**src/rtl/commit_unit_pkg.sv**
```systemverilog
// Shared types for the commit stage: ROB/LSQ entry layouts, commit FSM states
// and the committed-store buffer entry.
package commit_unit_pkg;

    localparam int WORD_W = 32;
    localparam int REG_W  = 5;
    localparam int TAG_W  = 6;

    typedef logic [WORD_W-1:0] MemoryWord;
    typedef logic [REG_W-1:0]  Register;
    typedef logic [TAG_W-1:0]  tag_t;

    typedef enum logic {
        RUN   = 1'b0,
        FLUSH = 1'b1
    } commit_state_t;

    typedef struct packed {
        logic regwr;
        logic memwr;
        logic memrd;
    } ctrl_bits_t;

    typedef struct packed {
        logic       ready;
        tag_t       tag;
        Register    rd;
        MemoryWord  value;
        ctrl_bits_t ctrl_bits;
        logic       mispredict;
        MemoryWord  target;
    } rob_entry;

    typedef struct packed {
        tag_t      tag;
        MemoryWord address;
        MemoryWord value;
    } lsq_entry;

    typedef struct packed {
        MemoryWord addr;
        MemoryWord data;
    } sb_entry;

endpackage

```
**src/rtl/commit_unit_store_buffer.sv**
```systemverilog
// Committed-store FIFO: accepts a lane-ordered push vector (compacted into
// consecutive slots) and drains its head through a valid/ready handshake.
module store_buffer
    import commit_unit_pkg::*;
#(
    parameter int DEPTH = 4,
    parameter int NPUSH = 2
) (
    input  logic                       clk,
    input  logic                       reset,
    input  logic [NPUSH-1:0]           push_en,
    input  sb_entry [NPUSH-1:0]        push_entry,
    input  logic                       pop_ready,
    output logic                       valid,
    output sb_entry                    head,
    output logic [$clog2(DEPTH+1)-1:0] count,
    output logic                       empty
);

    localparam int PW = $clog2(DEPTH);
    localparam int CW = $clog2(DEPTH+1);

    sb_entry        mem_q [DEPTH];
    sb_entry        mem_d [DEPTH];
    logic [PW-1:0]  head_q, head_d, tail_q, tail_d;
    logic [CW-1:0]  count_q, count_d;
    logic           pop;

    assign valid = (count_q != '0);
    assign empty = (count_q == '0);
    assign count = count_q;
    assign head  = mem_q[head_q];
    assign pop   = valid && pop_ready;

    // The commit logic guarantees count + pushes never exceeds DEPTH.
    always_comb begin
        logic [PW-1:0] wr_ptr;
        logic [CW-1:0] push_n;
        mem_d  = mem_q;
        wr_ptr = tail_q;
        push_n = '0;
        for (int i = 0; i < NPUSH; i++) begin
            if (push_en[i]) begin
                mem_d[wr_ptr] = push_entry[i];
                wr_ptr        = wr_ptr + PW'(1);
                push_n        = push_n + CW'(1);
            end
        end
        tail_d  = wr_ptr;
        head_d  = head_q + PW'(pop);
        count_d = count_q + push_n - CW'(pop);
    end

    always_ff @(posedge clk or negedge reset) begin
        if (!reset) begin
            head_q  <= '0;
            tail_q  <= '0;
            count_q <= '0;
        end else begin
            head_q  <= head_d;
            tail_q  <= tail_d;
            count_q <= count_d;
        end
    end

    for (genvar gi = 0; gi < DEPTH; gi++) begin : g_entry
        always_ff @(posedge clk or negedge reset) begin
            if (!reset) begin
                mem_q[gi] <= '0;
            end else begin
                mem_q[gi] <= mem_d[gi];
            end
        end
    end

endmodule

```
**src/rtl/commit_unit.sv**
```systemverilog
// Multi-wide in-order commit: picks the committing prefix of the ROB window,
// dequeues matching LSQ entries, buffers stores and flushes on mispredicts.
module commit_unit
    import commit_unit_pkg::*;
#(
    parameter int RETIRE_WIDTH = 2,
    parameter int SB_DEPTH     = 4
) (
    input  logic                                clk,
    input  logic                                reset,
    input  rob_entry [RETIRE_WIDTH-1:0]         rob_head,
    input  lsq_entry [RETIRE_WIDTH-1:0]         lsq_head,
    output logic [RETIRE_WIDTH-1:0]             regwr,
    output Register [RETIRE_WIDTH-1:0]          rd,
    output MemoryWord [RETIRE_WIDTH-1:0]        value,
    output logic [RETIRE_WIDTH-1:0]             victim,
    output logic [$clog2(RETIRE_WIDTH+1)-1:0]   rob_retire_count,
    output logic [$clog2(RETIRE_WIDTH+1)-1:0]   lsq_retire_count,
    output logic                                flush,
    output MemoryWord                           redirect_pc,
    output logic                                sb_valid,
    output MemoryWord                           sb_addr,
    output MemoryWord                           sb_data,
    input  logic                                sb_ready,
    output logic                                sb_empty
);

    localparam int CNT_W  = $clog2(RETIRE_WIDTH+1);
    localparam int SLOT_W = (RETIRE_WIDTH > 1) ? $clog2(RETIRE_WIDTH) : 1;
    localparam int SBC_W  = $clog2(SB_DEPTH+1);

    commit_state_t                  state_q, state_d;
    logic [RETIRE_WIDTH-1:0]        commit;
    logic [RETIRE_WIDTH-1:0]        push_en;
    sb_entry [RETIRE_WIDTH-1:0]     push_entry;
    logic [CNT_W-1:0]               rob_cnt, lsq_cnt;
    logic [SBC_W-1:0]               sb_count;
    logic                           mp_commit;
    MemoryWord                      mp_target;
    sb_entry                        sb_head;

    logic [RETIRE_WIDTH-1:0]        regwr_d, regwr_q;
    Register [RETIRE_WIDTH-1:0]     rd_d, rd_q;
    MemoryWord [RETIRE_WIDTH-1:0]   value_d, value_q;
    MemoryWord                      redirect_d, redirect_q;

    // Walk lanes oldest-first; the first lane that cannot commit (or a
    // committing mispredict) blocks every younger lane.
    always_comb begin
        logic              blocked;
        logic              is_mem;
        logic              lane_ok;
        logic [SLOT_W-1:0] slot;
        int                stores;
        commit     = '0;
        push_en    = '0;
        push_entry = '0;
        rob_cnt    = '0;
        lsq_cnt    = '0;
        mp_commit  = 1'b0;
        mp_target  = '0;
        stores     = 0;
        blocked    = (state_q != RUN);
        for (int i = 0; i < RETIRE_WIDTH; i++) begin
            slot    = SLOT_W'(lsq_cnt);
            is_mem  = rob_head[i].ctrl_bits.memwr || rob_head[i].ctrl_bits.memrd;
            lane_ok = !blocked && rob_head[i].ready;
            if (is_mem && (lsq_head[slot].tag != rob_head[i].tag)) begin
                lane_ok = 1'b0;
            end
            // Space check sees only the registered count, never this cycle's pop.
            if (rob_head[i].ctrl_bits.memwr && ((int'(sb_count) + stores) >= SB_DEPTH)) begin
                lane_ok = 1'b0;
            end
            if (lane_ok) begin
                commit[i] = 1'b1;
                rob_cnt   = rob_cnt + CNT_W'(1);
                if (is_mem) begin
                    lsq_cnt = lsq_cnt + CNT_W'(1);
                end
                if (rob_head[i].ctrl_bits.memwr) begin
                    push_en[i]         = 1'b1;
                    push_entry[i].addr = lsq_head[slot].address;
                    push_entry[i].data = lsq_head[slot].value;
                    stores             = stores + 1;
                end
                if (rob_head[i].mispredict) begin
                    mp_commit = 1'b1;
                    mp_target = rob_head[i].target;
                    blocked   = 1'b1;
                end
            end else begin
                blocked = 1'b1;
            end
        end
    end

    always_comb begin
        state_d    = RUN;
        redirect_d = '0;
        if (state_q == RUN && mp_commit) begin
            state_d    = FLUSH;
            redirect_d = mp_target;
        end
    end

    for (genvar gi = 0; gi < RETIRE_WIDTH; gi++) begin : g_lane
        assign regwr_d[gi] = commit[gi] && rob_head[gi].ctrl_bits.regwr;
        assign rd_d[gi]    = regwr_d[gi] ? rob_head[gi].rd    : '0;
        assign value_d[gi] = regwr_d[gi] ? rob_head[gi].value : '0;
    end

    always_ff @(posedge clk or negedge reset) begin
        if (!reset) begin
            state_q    <= RUN;
            regwr_q    <= '0;
            rd_q       <= '0;
            value_q    <= '0;
            redirect_q <= '0;
        end else begin
            state_q    <= state_d;
            regwr_q    <= regwr_d;
            rd_q       <= rd_d;
            value_q    <= value_d;
            redirect_q <= redirect_d;
        end
    end

    store_buffer #(
        .DEPTH (SB_DEPTH),
        .NPUSH (RETIRE_WIDTH)
    ) u_sb (
        .clk        (clk),
        .reset      (reset),
        .push_en    (push_en),
        .push_entry (push_entry),
        .pop_ready  (sb_ready),
        .valid      (sb_valid),
        .head       (sb_head),
        .count      (sb_count),
        .empty      (sb_empty)
    );

    assign regwr            = regwr_q;
    assign rd               = rd_q;
    assign value            = value_q;
    assign victim           = regwr_q;
    assign rob_retire_count = rob_cnt;
    assign lsq_retire_count = lsq_cnt;
    assign flush            = (state_q == FLUSH);
    assign redirect_pc      = redirect_q;
    assign sb_addr          = sb_head.addr;
    assign sb_data          = sb_head.data;

endmodule

```
**config.mk**
```make
export PLATFORM = sky130hd
export DESIGN_NAME = commit_unit
export DESIGN_NICKNAME = d
export VERILOG_FILES = /design/src/rtl/commit_unit_pkg.sv /design/src/rtl/commit_unit_store_buffer.sv /design/src/rtl/commit_unit.sv
export SDC_FILE = /design/constraint.sdc
export NUM_CORES = 1
export LEC_CHECK = 0
export ABC_AREA = 1
export ABC_CLOCK_PERIOD_IN_PS = 3270
export CAP_MARGIN = 20
export CELL_PAD_IN_SITES_DETAIL_PLACEMENT = 0
export CELL_PAD_IN_SITES_GLOBAL_PLACEMENT = 1
export CORE_ASPECT_RATIO = 1.2
export CORE_MARGIN = 2
export CORE_UTILIZATION = 32
export CTS_CLUSTER_DIAMETER = 60
export CTS_CLUSTER_SIZE = 14
export DETAILED_ROUTE_END_ITERATION = 10
export GPL_TIMING_DRIVEN = 0
export HOLD_SLACK_MARGIN = 0.02
export PLACE_DENSITY_LB_ADDON = 0.1
export SYNTH_ARGS = -nofsm -noshare
export SYNTH_HDL_FRONTEND = slang
export SYNTH_SLANG_ARGS = --single-unit
```
**constraint.sdc**
```tcl
create_clock -name clk -period 3.27 [get_ports clk]
set_input_delay 0.4905 -clock clk [delete_from_list [all_inputs] [get_ports clk]]
set_output_delay 0.4905 -clock clk [all_outputs]
set_load 0.005 [all_outputs]
```
Word level (Yosys, flattened, before mapping)

Index checks and enable logic that the tools add are counted.
Widths: inputs -> output; s select.

Output and inout port bits: 181
Register bits: 372
Word-level logic and storage cells: 114

Add/sub/neg operators: 9
Equal/unequal tests: 2
$lt $le $gt $ge: 8
Mux-type cells: 55
Reduce and logical (&&, ||, !) cells: 18
Bitwise logic cells: 4

Operator list:

| kind                | count |
|---|---|
| $bwmux 256          | 2 |
| $mux 256            | 2 |
| $mux 64             | 8 |
| $demux 64 s2        | 2 |
| $mux 32             | 7 |
| $mux 70             | 2 |
| $bmux 64 s2         | 1 |
| $add 4x32->32       | 1 |
| $ge 32x4->1 const B | 1 |
| $mux 1              | 23 |
| $ge 3x3->1 const B  | 4 |
| $logic_and 1x1->1   | 12 |
| $ne 6x6->1          | 2 |
| $mux 2              | 5 |
| $mux 5              | 2 |
| $not 2->3           | 3 |
| $add 2x1->2 const B | 4 |
| $lt 3x1->1 const B  | 2 |
| $add 3x3->3         | 1 |
| $logic_not 3->1     | 1 |
| $mux 3              | 1 |
| $reduce_bool 3->1   | 1 |
| $sub 3x1->3         | 1 |
| $add 1x1->2 const B | 1 |
| other kinds (5)     | 7 |

Logic depth before layout (Yosys ltp)

Depth in word-level cells: 15
Gate-level depth with buffers: 23
Mapped depth without buffers: 23

Hierarchy

Synthesis repeated with hierarchy kept, for this count alone.

Cell total of the unflattened synthesis: 3411
Area total of the unflattened synthesis: 22930.7 µm²

Modules (own cells, without submodules):

| module       | area an instance (µm²) | instances | cells each |
|---|---|---|---|
| store_buffer | 16490.8                | 1         | 2552 |
| commit_unit  | 6439.9                 | 1         | 859 |

Worst setup path before layout

No wires, ideal clock.

Kind: input -> register
From: input port rob_head[33] (netlist bit)
To: register u_sb.count_q[2], in the netlist u_sb.count[2]
Slack: -0.058 ns
Arrival: 3.199 ns
Setup time: 0.129 ns
Stages on the path: 17
Path through: or2_1 > buf_2 > nand4_1 > buf_2 > nand2_1 > nand3b_1 > nand2_1 > nor2_1 > nand3_1 > nand2_2 > nand2_1 > nor2_1 > ha_1 > ha_1 > fa_1 > xnor2_1 > xor2_1

Longest elaborated chain between the ends: 15
Elaborated cells between the ends (all ways): 26

Ends and longest elaborated chain:

| element                                                | line                           | text |
|---|---|---|
| from (decl)                                            | commit_unit.sv:11              | `input rob_entry [RETIRE_WIDTH-1:0] rob_head,` |
| $logic_or 1x1->1 *                                     | commit_unit.sv:66              | `is_mem = rob_head[i].ctrl_bits.memwr \|\| rob_head[i].ctrl_bits.memrd;` |
| branches (longest 11 deep; another with $add 4x32->32) | n/a                            |  |
| $mux 3 *                                               | commit_unit_store_buffer.sv:43 | `if (push_en[i]) begin` |
| $add 3x3->3 *                                          | commit_unit_store_buffer.sv:51 | `count_d = count_q + push_n - CW'(pop);` |
| $sub 3x1->3 *                                          | commit_unit_store_buffer.sv:51 |  |
| via u_sb.count_d[2]                                    | commit_unit_store_buffer.sv:26 | `logic [CW-1:0] count_q, count_d;` |
| to (signal assigned)                                   | commit_unit_store_buffer.sv:62 | `count_q <= count_d;` |
| to (decl)                                              | commit_unit_store_buffer.sv:26 |  |

Mark *: on every way through the listed nets, which the timed path passes. The select of a mux whose other input is x is not followed.

Worst setup path in the final report

From: register state_q, in the netlist flush
To: output port rob_retire_count[0]

Longest elaborated chain between the ends: 12
Elaborated cells between the ends (all ways): 22

Ends and longest elaborated chain:

| element                                                | line               | text |
|---|---|---|
| from (decl)                                            | commit_unit.sv:32  | `commit_state_t state_q, state_d;` |
| from (signal assigned)                                 | commit_unit.sv:121 | `state_q <= state_d;` |
| branches (longest 11 deep; another with $add 4x32->32) | n/a                |  |
| $mux 2 *                                               | commit_unit.sv:75  | `if (lane_ok) begin` |
| to (decl)                                              | commit_unit.sv:17  | `output logic [$clog2(RETIRE_WIDTH+1)-1:0] rob_retire_count,` |

Mark *: on every way between the ends. The select of a mux whose other input is x is not followed.

==> flow_results.org <==
** Global route
- The number of global-route vias before repair is 22.74k.
- Combined global-route utilization of all metal layers :: 0.2909
- First-pass GRT wire length :: 143,200 um
- The number of antenna violations at the first check in global routing is 3.
- Entering global routing, the biggest net connects 108 pins.
- Summed over all layers, the global routing overflow is 0.

** Final layout
- Cell area after layout :: 0.02823 mm2
- Total Nets Final :: 3,710
- The finished layout holds 4,243 standard cells, fillers aside.
- Relative to the synthesized area, the layout overhead comes to 39.06%.
- In the final layout, the share of cells above drive strength 1 is 0.07316.
- Fill cell instance count of the final layout :: 6,449

** STA
- Least-Margin Pin Slew :: 1.138 ns
- Max frequency :: 0.3095 GHz
- Measured against its own limit, the worst slew margin works out to 0.2414.
- Total of endpoints with negative setup slack in the final report :: 0
- Setup repair after global routing could not meet its margin everywhere.
- WHS :: 0.4015 ns
- Final count of hold timing violations :: 0
- Crit share post-route :: 0.9881
- Worst clock skew on the final layout :: 0.02704 ns
- The routed design could run at a clock period as short as 3.231 ns.
- Total negative setup slack :: 0 ns
- The number of pins exceeding their max-slew limit in the final report was 0.

** Power
- The share of total power dissipated in the clock network is 0.232.
- Internal power :: 12,450 uW
- The share of total power dissipated in combinational logic is 0.447.
- Total power divided by cell area :: 742.2 mW/mm2
- Static power due to leakage :: 0.01375 uW
- Of the total power, the share spent switching nets is 0.4059.
- Summed over all nets, the switching power comes to 8505 uW.
- Of the total power, registers draw 0.322.
- The worst-case IR drop observed on VDD is 399.7 uV.

** Yosys
- Share of synthesized area occupied by flip-flops and latches :: 0.4586
- Library cell with the highest instance count after synthesis :: sky130_fd_sc_hd__nand2_1
- After synthesis the netlist holds a flip-flop and latch count of 372.
- Of the post-synthesis cell area, the dominant cell type holds 0.4586.
- Most instantiated cells after synthesis :: sky130_fd_sc_hd__nand2_1, sky130_fd_sc_hd__o21ai_0, sky130_fd_sc_hd__dfrtp_1
- Cells after synthesis :: 2,831
- Summed over all instances, the cell type with the most area after synthesis is sky130_fd_sc_hd__dfrtp_1.
- Number of unique standard cell types used by synthesis :: 29
- Top cells by area, synth :: sky130_fd_sc_hd__dfrtp_1, sky130_fd_sc_hd__nand2_1, sky130_fd_sc_hd__o21ai_0, sky130_fd_sc_hd__nand4_1, sky130_fd_sc_hd__nor2_1
- Yosys warns :: 0
- Number of enable flip-flop cells after synthesis :: 0
- Mean cell area of the mapped netlist :: 7.171 um2
- In the synthesized netlist the dominant register cell turns out to be sky130_fd_sc_hd__dfrtp_1.
- Mapped cell area :: 0.02030 mm2
- Net count of the mapped netlist :: 3,150
- After synthesis, the share of flip-flops with an asynchronous set or reset is 1.000.

** Routing
- Number of vias in the routed layout :: 22.78k
- The detail route stage leaves a number of antenna-violating nets equal to 0.
- Dividing the detail-routed wire length by the instance count gives 22.86 um.
- Using the TritonRoute via totals, the vias-per-cell ratio works out to 5.370.
- DRT Wirelength :: 97,020 um
- The pre-antenna-repair detailed-routing pass consisted of 6 iterations.
- The first routing iteration left 2,104 violations.
- For this run, design rule violations remaining after detail routing come to 0.

** Floorplanning
- FP Rows :: 101
- The floorplan step defined a die boundary enclosing 0.06548 mm2.
- The initial utilization of the core area, before any placement, comes to 0.3219.
- Top-Level Pins :: 484
- The die is 233.9 um wide.
- Core Region :: 0.06306 mm2
- Floorplan die height :: 279.9 um

** Setup path
- Kind of end point of the critical path :: output port
- The worst setup path is launched from a register.
- For the worst setup path, the data required time is 2.78 ns.
- Along the worst path, the maximum fanout reaches 5.
- Class of the most critical setup path :: register to output port
- STA puts the critical path data arrival time at 2.74 ns.

** Placed design
- Port buffer count :: 483
- After legalization and detailed placement, the total HPWL measured 68,670 um.
- Area after detailed placement :: 0.02626 mm2
- Routability congestion estimate :: 0.8868
- Number of instances in the placed design :: 4,141

** Clocking
- Clock latency reported for the late side of the worst-skew pair :: 0.61 ns
- CTS Root Cell :: sky130_fd_sc_hd__clkbuf_16
- Counting along the longest clock path gives a buffer depth of 3.
- CTS built an H-tree with a depth of 2.
- TritonCTS created 41 clock buffers.
- Clock-pin slew of the registers on the worst-case setup and hold paths :: 0.07 ns
- The clock net in this run drives a total of 372 sinks.
- Clock tree from TritonCTS :: done

** Status
- Status :: finished clean

** Worst hold path
- Class of the tightest hold or removal check :: input pin to register

** Flow run
- Max cap viols :: 0
[repair_timing]
item	CTS	global route
pin swaps	12	17
cloned	1	0
hold buffers	1	0
setup endpoints to repair	324	157
gates resized for setup	125	63
endpoints found under the hold margin	61	0
setup buffers	22	10
[registers in the layout, summed over array words and instances (netlist names)]
register,cells
flush,1
value,64
u_sb.count,3
rd,10
regwr,2
u_sb.head_q,2
u_sb.tail_q,2
u_sb.mem_q,256
redirect_pc,32
[worst max-delay path, cell delays in order, from the launching register on]
cell and delay (ns):
sky130_fd_sc_hd__dfrtp_1 0.39, sky130_fd_sc_hd__inv_2 0.07, sky130_fd_sc_hd__nand2_2 0.04, sky130_fd_sc_hd__a21oi_2 0.15, sky130_fd_sc_hd__nand4_1 0.19, sky130_fd_sc_hd__buf_6 0.19, sky130_fd_sc_hd__nand2_4 0.05, sky130_fd_sc_hd__nand2_2 0.04
sky130_fd_sc_hd__nand2_1 0.05, sky130_fd_sc_hd__nand2_1 0.06, sky130_fd_sc_hd__nor2_2 0.15, sky130_fd_sc_hd__nand3_4 0.13, sky130_fd_sc_hd__a21oi_4 0.19, sky130_fd_sc_hd__buf_12 0.13, sky130_fd_sc_hd__ha_4 0.19, sky130_fd_sc_hd__buf_6 0.12
[power groups by stage]
stage | clock network (uW) | registers (uW) | logic (uW)
floorplan | 0 | 6540 | 4740
global placement | 0 | 6770 | 8840
detailed placement | 0 | 6770 | 8920
CTS | 4930 | 6710 | 9200
global route | 5100 | 6880 | 10200
finish | 4850 | 6740 | 9360
[layout make-up]
class,instances,area [um2],area share
Antenna cell,2,5.005,0.0001773
Buffer,236,1121,0.03971
Clock buffer,46,1085,0.03843
Clock inverter,23,254.0,0.008997
Inverter,185,696.9,0.02469
Multi-Input combinational cell,2035,9535,0.3378
Sequential cell,372,9309,0.3298
Tap cell,824,1031,0.03652
Timing Repair Buffer,520,5192,0.1839
[logic make-up after synthesis]
family / after synthesis / share of synthesized area
DFF: 372 / 0.4586
adders and majority gates: 16 / 0.01023
AOI/OAI and AO/OA: 522 / 0.1338
xor gates and xnor gates: 7 / 0.003020
buffers and inverters: 424 / 0.08179
and+or+nand+nor: 1490 / 0.3126
[final timing paths]
| kind | startpoint | to | slack [ns] | cells after the start |
|---|---|---|---|---|
| max | flush | rob_retire_count[0] | 0.04 | 15 |
| min | rob_head[64] | value[28] | 0.40 | 3 |
| max reg2reg | flush | u_sb.mem_q[58] | 0.14 | 13 |
| min reg2reg | u_sb.mem_q[141] | u_sb.mem_q[141] | 0.59 | 4 |
| max in group asynchronous | reset | value[61] | 1.34 | 4 |
| min in group asynchronous | reset | u_sb.mem_q[208] | 0.47 | 2 |
[per-stage QoR]
step / total power [uW] / setup slack [ns] / util
after detailed placement: 15700 / -1.387 / 0.4165
after floorplan: 11280 / 0.02996 / -
after global routing: 22200 / -0.1393 / 0.4477
after global placement: 15610 / -16.26 / 0.4151
after CTS: 20840 / -0.1030 / 0.4450
final: 20950 / 0.03882 / 0.4477
[layout by cell type (no fill, tap or decap), types with 13 or more instances in the layout]
cell / instances
sky130_fd_sc_hd__buf_2: 33
sky130_fd_sc_hd__buf_4: 41
sky130_fd_sc_hd__clkbuf_1: 148
sky130_fd_sc_hd__clkbuf_16: 42
sky130_fd_sc_hd__clkbuf_2: 29
sky130_fd_sc_hd__clkdlybuf4s50_1: 457
sky130_fd_sc_hd__dfrtp_1: 372
sky130_fd_sc_hd__dlygate4sd2_1: 13
sky130_fd_sc_hd__ha_1: 14
sky130_fd_sc_hd__inv_1: 175
sky130_fd_sc_hd__nand2_1: 981
sky130_fd_sc_hd__nand4_1: 267
sky130_fd_sc_hd__nor2_1: 209
sky130_fd_sc_hd__o21ai_0: 452
sky130_fd_sc_hd__o22ai_1: 52
sky130_fd_sc_hd__o22ai_2: 13
[metal layers]
layer | routed length [um] | global-route usage
met2 | 48160 | 0.5039
met1 | 37240 | 0.3478
met4 | 3155 | 0.09916
met5 | 13 | 0
met3 | 8452 | 0.07471
No activity file was read; power rests on OpenSTA's default activity.
